--- config.mk ---
export PLATFORM = sky130hd
export DESIGN_NAME = decode_writeback
export DESIGN_NICKNAME = d
export VERILOG_FILES = /design/src/rtl/y86_pkg.sv /design/src/rtl/regfile_2r2w.sv /design/src/rtl/decode_writeback.sv
export SDC_FILE = /design/constraint.sdc
export NUM_CORES = 2
export LEC_CHECK = 0
export CAP_MARGIN = 20
export CELL_PAD_IN_SITES_DETAIL_PLACEMENT = 1
export CELL_PAD_IN_SITES_GLOBAL_PLACEMENT = 1
export CORE_ASPECT_RATIO = 1.25
export CORE_MARGIN = 4
export CORE_UTILIZATION = 45
export CTS_CLUSTER_DIAMETER = 200
export CTS_CLUSTER_SIZE = 20
export DETAILED_ROUTE_END_ITERATION = 7
export GPL_TIMING_DRIVEN = 1
export PLACE_DENSITY = 0.82
export SYNTH_ARGS = -nofsm -noshare
export SYNTH_HDL_FRONTEND = slang
export SYNTH_SLANG_ARGS = --single-unit
--- constraint.sdc ---
create_clock -name clk -period 5.1 [get_ports clk]
set_input_delay 0.51 -clock clk [delete_from_list [all_inputs] [get_ports clk]]
set_output_delay 0.51 -clock clk [all_outputs]
set_load 0.05 [all_outputs]
--- src/rtl/y86_pkg.sv ---
// Shared Y86-64 definitions: instruction codes, special register indices and
// the machine word width used by the decode/write-back slice.
package y86_pkg;

  localparam int WORD_W = 64;

  localparam logic [3:0] I_HALT   = 4'h0;
  localparam logic [3:0] I_NOP    = 4'h1;
  localparam logic [3:0] I_RRMOVQ = 4'h2;
  localparam logic [3:0] I_IRMOVQ = 4'h3;
  localparam logic [3:0] I_RMMOVQ = 4'h4;
  localparam logic [3:0] I_MRMOVQ = 4'h5;
  localparam logic [3:0] I_OPQ    = 4'h6;
  localparam logic [3:0] I_JXX    = 4'h7;
  localparam logic [3:0] I_CALL   = 4'h8;
  localparam logic [3:0] I_RET    = 4'h9;
  localparam logic [3:0] I_PUSHQ  = 4'hA;
  localparam logic [3:0] I_POPQ   = 4'hB;

  localparam logic [3:0] REG_RSP  = 4'h4;
  localparam logic [3:0] REG_NONE = 4'hF;

  typedef struct packed {
    logic [3:0] src_a;
    logic [3:0] src_b;
    logic [3:0] dst_e;
    logic [3:0] dst_m;
  } regsel_t;

  localparam regsel_t REGSEL_NONE = '{src_a: REG_NONE, src_b: REG_NONE,
                                      dst_e: REG_NONE, dst_m: REG_NONE};

endpackage

--- src/rtl/regfile_2r2w.sv ---
// Y86-64 register file: NREG x 64-bit words, two combinational read ports plus
// a debug peek, two write ports where port M overrides port E on collision.
module regfile_2r2w
  import y86_pkg::*;
#(
  parameter int NREG = 15
) (
  input  logic              clk,
  input  logic              rst_n,
  input  logic [3:0]        raddr_a,
  input  logic [3:0]        raddr_b,
  output logic [WORD_W-1:0] rdata_a,
  output logic [WORD_W-1:0] rdata_b,
  input  logic              we_e,
  input  logic [3:0]        waddr_e,
  input  logic [WORD_W-1:0] wdata_e,
  input  logic              we_m,
  input  logic [3:0]        waddr_m,
  input  logic [WORD_W-1:0] wdata_m,
  input  logic [3:0]        dbg_addr,
  output logic [WORD_W-1:0] dbg_data
);

  logic [WORD_W-1:0] regs_r [NREG];

  // Register storage: async clear, port M takes priority over port E.
  always_ff @(posedge clk or negedge rst_n) begin
    if (!rst_n) begin
      for (int i = 0; i < NREG; i++) begin
        regs_r[i] <= '0;
      end
    end else begin
      for (int i = 0; i < NREG; i++) begin
        if (we_m && (waddr_m == i[3:0])) begin
          regs_r[i] <= wdata_m;
        end else if (we_e && (waddr_e == i[3:0])) begin
          regs_r[i] <= wdata_e;
        end else begin
          regs_r[i] <= regs_r[i];
        end
      end
    end
  end

  // Read port A; index 0xF (and anything past NREG) reads as zero.
  always_comb begin
    rdata_a = '0;
    if ((raddr_a != REG_NONE) && (int'(raddr_a) < NREG)) begin
      rdata_a = regs_r[raddr_a];
    end else begin
      rdata_a = '0;
    end
  end

  // Read port B.
  always_comb begin
    rdata_b = '0;
    if ((raddr_b != REG_NONE) && (int'(raddr_b) < NREG)) begin
      rdata_b = regs_r[raddr_b];
    end else begin
      rdata_b = '0;
    end
  end

  // Debug peek port.
  always_comb begin
    dbg_data = '0;
    if ((dbg_addr != REG_NONE) && (int'(dbg_addr) < NREG)) begin
      dbg_data = regs_r[dbg_addr];
    end else begin
      dbg_data = '0;
    end
  end

endmodule

--- src/rtl/decode_writeback.sv ---
// Y86-64 decode and write-back stage: derives srcA/srcB/dstE/dstM from the
// instruction, reads operands and commits valE/valM into the register file.
module decode_writeback
  import y86_pkg::*;
#(
  parameter int NREG = 15
) (
  input  logic              clk,
  input  logic              rst_n,
  input  logic [3:0]        icode,
  input  logic [3:0]        rA,
  input  logic [3:0]        rB,
  input  logic              cnd,
  input  logic [WORD_W-1:0] valE,
  input  logic [WORD_W-1:0] valM,
  input  logic              wb_en,
  output logic [WORD_W-1:0] valA,
  output logic [WORD_W-1:0] valB,
  input  logic [3:0]        dbg_sel,
  output logic [WORD_W-1:0] dbg_val
);

  regsel_t sel_s;
  logic    we_e_s;
  logic    we_m_s;

  // Register specifier decode; unknown icodes neither read nor write.
  always_comb begin
    sel_s = REGSEL_NONE;
    case (icode)
      I_RRMOVQ: begin
        sel_s.src_a = rA;
        if (cnd) begin
          sel_s.dst_e = rB;
        end else begin
          sel_s.dst_e = REG_NONE;
        end
      end
      I_IRMOVQ: begin
        sel_s.dst_e = rB;
      end
      I_RMMOVQ: begin
        sel_s.src_a = rA;
        sel_s.src_b = rB;
      end
      I_MRMOVQ: begin
        sel_s.src_b = rB;
        sel_s.dst_m = rA;
      end
      I_OPQ: begin
        sel_s.src_a = rA;
        sel_s.src_b = rB;
        sel_s.dst_e = rB;
      end
      I_CALL: begin
        sel_s.src_b = REG_RSP;
        sel_s.dst_e = REG_RSP;
      end
      I_RET: begin
        sel_s.src_a = REG_RSP;
        sel_s.src_b = REG_RSP;
        sel_s.dst_e = REG_RSP;
      end
      I_PUSHQ: begin
        sel_s.src_a = rA;
        sel_s.src_b = REG_RSP;
        sel_s.dst_e = REG_RSP;
      end
      I_POPQ: begin
        sel_s.src_a = REG_RSP;
        sel_s.src_b = REG_RSP;
        sel_s.dst_e = REG_RSP;
        sel_s.dst_m = rA;
      end
      default: begin
        sel_s = REGSEL_NONE;
      end
    endcase
  end

  // Write enables: gated by wb_en and suppressed for the "none" index.
  always_comb begin
    we_e_s = 1'b0;
    we_m_s = 1'b0;
    if (wb_en) begin
      we_e_s = (sel_s.dst_e != REG_NONE);
      we_m_s = (sel_s.dst_m != REG_NONE);
    end else begin
      we_e_s = 1'b0;
      we_m_s = 1'b0;
    end
  end

  regfile_2r2w #(
    .NREG (NREG)
  ) u_regfile (
    .clk      (clk),
    .rst_n    (rst_n),
    .raddr_a  (sel_s.src_a),
    .raddr_b  (sel_s.src_b),
    .rdata_a  (valA),
    .rdata_b  (valB),
    .we_e     (we_e_s),
    .waddr_e  (sel_s.dst_e),
    .wdata_e  (valE),
    .we_m     (we_m_s),
    .waddr_m  (sel_s.dst_m),
    .wdata_m  (valM),
    .dbg_addr (dbg_sel),
    .dbg_data (dbg_val)
  );

endmodule

# ---- Word-level counts from Yosys, hierarchy flattened
# Cells that the tools add are included.
dict set report totals {
  reg_bits 960
  out_inout_bits 192
}
dict set report op_classes {
  eq_ne 42
  mux 49
  bitwise_logic 3
  n_lt_le_gt_ge 6
  reduce_logical 56
}
# op n
set ops {}
lappend ops {{2-to-1 mux 64 bit} 39}
lappend ops {{binary-select mux 64 bit (select 4 bit)} 3}
lappend ops {{== test 4 bit, second input constant} 18}
lappend ops {{== test 4 x 3 -> 1 bit, second input constant} 11}
lappend ops {{logical AND 1 bit} 33}
lappend ops {{nonzero test 2 bit} 15}
lappend ops {{== test 4 x 2 -> 1 bit, second input constant} 6}
lappend ops {{inequality test 4 bit, second input constant} 5}
lappend ops {{one-hot mux 4 bit (2 select lines)} 2}
lappend ops {{greater-or-equal comparator 5 bit, second input constant} 3}
lappend ops {{NOT 4 -> 5 bit} 3}
lappend ops {{< comparator 4 bit, second input constant} 3}
lappend ops {{one-hot mux 4 bit (3 select lines)} 1}
lappend ops {{== test 4 x 1 -> 1 bit, second input constant} 2}
lappend ops {{zero test 4 bit} 2}
lappend ops {{2-to-1 mux 4 bit} 2}
lappend ops {{OR reduction 4 bit} 2}
lappend ops {{OR reduction 2 bit} 3}
lappend ops {{OR reduction 3 bit} 1}
lappend ops {{2-to-1 mux 1 bit} 2}

# ---- Depth between registers and ports, before layout
dict set report logic_depth {
  ltp_word 8
  ltp_mapped 11
  ltp_nobuf 6
}

# ---- Modules after synthesis
# Synthesis repeated with hierarchy kept, for this count alone.
dict set report unflattened {
  hier_cells 6830
  area_unflattened_um2 68136.6
}
# module cells_each instances area_each_um2
set by_module_without_submodules {}
lappend by_module_without_submodules {regfile_2r2w 6784 1 67798.8}
lappend by_module_without_submodules {decode_writeback 46 1 337.8}

# ---- Least setup slack after synthesis
# OpenSTA, ideal clock, no wires.
dict set report synth_path {
  path_type {input to output}
  start {input icode[0]}
  end {output valA[22]}
  setup_slack_ps 1326
  n_path_buf 3
  t_required_ps 4590
  stages 8
  arrival_ps 3264
  path_cell_list {buf_6 > or2_4 > or3_1 > and2_1 > and3_1 > buf_2 > buf_1 > a221oi_1}
}
dict set report synth_via {
  elab_chain_cells 8
  word_cells_on_any_way 17
  classes_between {order compare: 1; eq/ne: 7; mux: 5; bitwise: 1; reduce/logical: 3}
}
# element line_no
set synth_rtl {}
lappend synth_rtl {{start: declaration} decode_writeback.sv:10} ;# input logic [3:0] icode,
lappend synth_rtl {{== test 4 bit (tied with other cells)} decode_writeback.sv:30} ;# case (icode)
lappend synth_rtl {{OR reduction 4 bit (no source line) / OR reduction 2 bit (equally long branches)} -}
lappend synth_rtl {{one-hot mux 4 bit (2 select lines) (*)} decode_writeback.sv:30}
lappend synth_rtl {{NOT 4 -> 5 bit (implied by the code)} regfile_2r2w.sv:49} ;# rdata_a = regs_r[raddr_a];
lappend synth_rtl {{binary-select mux 64 bit (select 4 bit)} regfile_2r2w.sv:49}
lappend synth_rtl {{2-to-1 mux 64 bit (implied by the code) (2 in series)} regfile_2r2w.sv:49}
lappend synth_rtl {{2-to-1 mux 64 bit (*)} regfile_2r2w.sv:48} ;# if ((raddr_a != REG_NONE) && (int'(raddr_a) < NREG)) begin
lappend synth_rtl {{end: declaration} decode_writeback.sv:17} ;# output logic [WORD_W-1:0] valA,
# Mark *: on every way between the ends. The rest lies on a longest branch, timed or not. The select of a mux whose other input is x is not followed.

# ---- Worst setup path in the final report
dict set report layout_path {
  start {input icode[3]}
  end {output valA[26]}
}
# Same word-level chain as after synthesis.

==> metrics <==
outcome complete, but fails checks; violated checks design-rule violations; Area Overhead vs Synth 11.89%; Reg area 24020 µm²; DR top layer met5; Max-slew headroom 11.41%; Setup Fix Bufs, Post-CTS 0; unrepaired setup endpoints after global routing no; share of synthesized registers carrying an async set or reset 100.0%; Die Ht 441.4 µm; Non-Filler Instances 9384; Clock Latency Late Sink 740 ps; CP Launch Point icode[3]; CTS Buffer Depth 3; first-pass GRT wire length 485600 µm; Final Setup Violations 0; number of synthesized flops with an enable pin 0; share of cells above drive strength 1 10.61%; initial antenna violation count 25; worst min path class input port to async pin; ys flop type dfrtp_1; GP Congestion 0.9216; Seq/Total Area, Yosys 35.52%; skew final 0 ps; critical-path maximum fanout 13; final setup TNS 0 ps; number of flip-flops in the largest register 960; worst r2r src u_regfile.regs_r[354]; leakage power of the design 0.03121 µW; worst setup margin 283.5 ps; Worst R2R Path Depth 2; register bit total from synthesis 960; M1 wire length 116700 µm; Power Dens Cells 332.2 nW/µm²; Period minus WS final 4816 ps; TritonCTS Buffers 53; DRT Pass-1 Iters 8; post-place setup slack 455.3 ps; period utilization 94.44%; Commonest cells post-synth nand2_1, dfrtp_1, mux2i_1; Fin. Hold Viols 0; Core ar. 148900 µm²; nets 7508; Mapped Cells 7641; DR vias/cell 7.606; max-slew violations 0; dominant cells by area after synthesis dfrtp_1, mux2i_1, mux4_2, nand2_1, nor2_1; via count 71370; dpl hpwl 186000 µm; Buffers on Ports 339; RR Endpoint u_regfile.regs_r[354]; antenna-violating nets left 0; Die X 354.7 µm; Mapped Area 67630 µm²; top-count cell post-synth nand2_1; Rows 158; total gr overflow 0; WP data arrival 4310 ps; Avg Inst Size Synth 8.850 µm²; hold buffers post-CTS 1; Max VDD drop 0.0002840 V; DP Cell Count 9304; clk root buf clkbuf_16; Worst-path clk slew 90 ps; Post-Syn Nets 7789; drt initial violations 11200; CTS resizes 0; biggest regs u_regfile.regs_r x960; DR DRC count 1; met3 wire length 45250 µm; fillers 16680; Distinct cells, synth 69; post-layout util 50.83%; Yosys top cell area share 35.52%; max frequency 207.6 MHz; final WL 332000 µm; Slew @ Worst Pin 1329 ps; WL met2 141900 µm; Initial Util 45.43%; area used by multi-input combinational logic 40010 µm²; wire length per cell 35.38 µm; vias in the first global route 73230; clock tree from TritonCTS built; startpoint type of the worst setup path input port; Synth area leader dfrtp_1; IO Count 340; CTS Sinks 960; Most flops, register u_regfile.regs_r; GRT Total Usage 40.95%; Yosys warnings 0; WS Path Type input port to primary output; Worst setup EP type primary output; H-tree levels 2; largest net degree at the start of global routing 140; Max-Cap Viols 0; Req. time, crit path 4590 ps; die area 156600 µm²; reg-to-reg setup timing slack 4110 ps
==> metal layers <==
| layer | GRT usage (%) | up-vias |
|---|---|---|
| met3 | 12.98 | 1942 |
| met1 | 50.50 | 35660 |
| met4 | 28.55 | 10 |
| met2 | 61.08 | 6109 |
| li1 | - | 27650 |
| met5 | 0.1846 | - |
==> where the power goes <==
group	switching (µW)	leakage [µW]	internal [µW]
registers	2130	0.0122	9360
logic	5060	0.0184	3780
clock network	2890	0.000682	1920
total	10100	0.0312	15100
==> area by class of cell <==
| type | count | area share (%) |
|---|---|---|
| well taps | 2000 | 3.307 |
| diodes | 23 | 0.07606 |
| clock buffers | 55 | 1.819 |
| multi-input cells | 5769 | 52.87 |
| repair buffers | 573 | 10.15 |
| inverters | 3 | 0.01488 |
| clock inverters | 1 | 0.01157 |
| flip-flops and latches | 960 | 31.75 |
==> stage by stage <==
step	hold WS (ps)	instance area, µm²	total power, µW
floorplan	214.4	67630	16440
global placement	507.5	74220	19580
detailed placement	516.6	74220	20100
CTS	521.4	75610	24820
global route	544.3	75650	26090
finish	443.3	75670	25140
==> worst max path at each step <==
stage	end	slack (ps)	cells after the start
floorplan	valA[22]	1330	8
global placement	valA[26]	500	11
detailed placement	valA[26]	460	11
CTS	valA[26]	420	11
global route	valA[26]	320	11
finish	valA[26]	280	11
==> worst max-delay path, stage by stage <==
cell and delay, ps:
clkdlybuf4s50_1 600, buf_4 280, or2_4 300, or3_1 440, and2_1 310, nand2_4 370, buf_4 400, o311ai_1 170
a221oi_1 540, buf_4 230, buf_12 130
==> placed cells by master, fill, tap and decap left out, drive strengths merged, types with 8 or more instances in the layout <==
cell and count:
and3 191, clkbuf 55, nor2b 8, mux4 257, dfrtp 960, o21ai 584
a21oi 520, o311ai 63, nor2 726, nand2 1236, diode 23, nor3 10
clkdlybuf4s50 205, a31oi 322, nand3 195, a211o 66, o31a 64, mux2i 958
o221ai 253, a221oi 191, buf 367, a222oi 63
==> logic make-up after synthesis <==
| logic type | count (synthesis) | share of synthesized area (%) |
|---|---|---|
| and+or+nand+nor | 2400 | 14.78 |
| AOI/OAI and AO/OA | 2154 | 21.01 |
| muxes | 1215 | 22.74 |
| DFF | 960 | 35.52 |
| buffers and inverters | 912 | 5.946 |
Power figures use the tool's default switching activity.
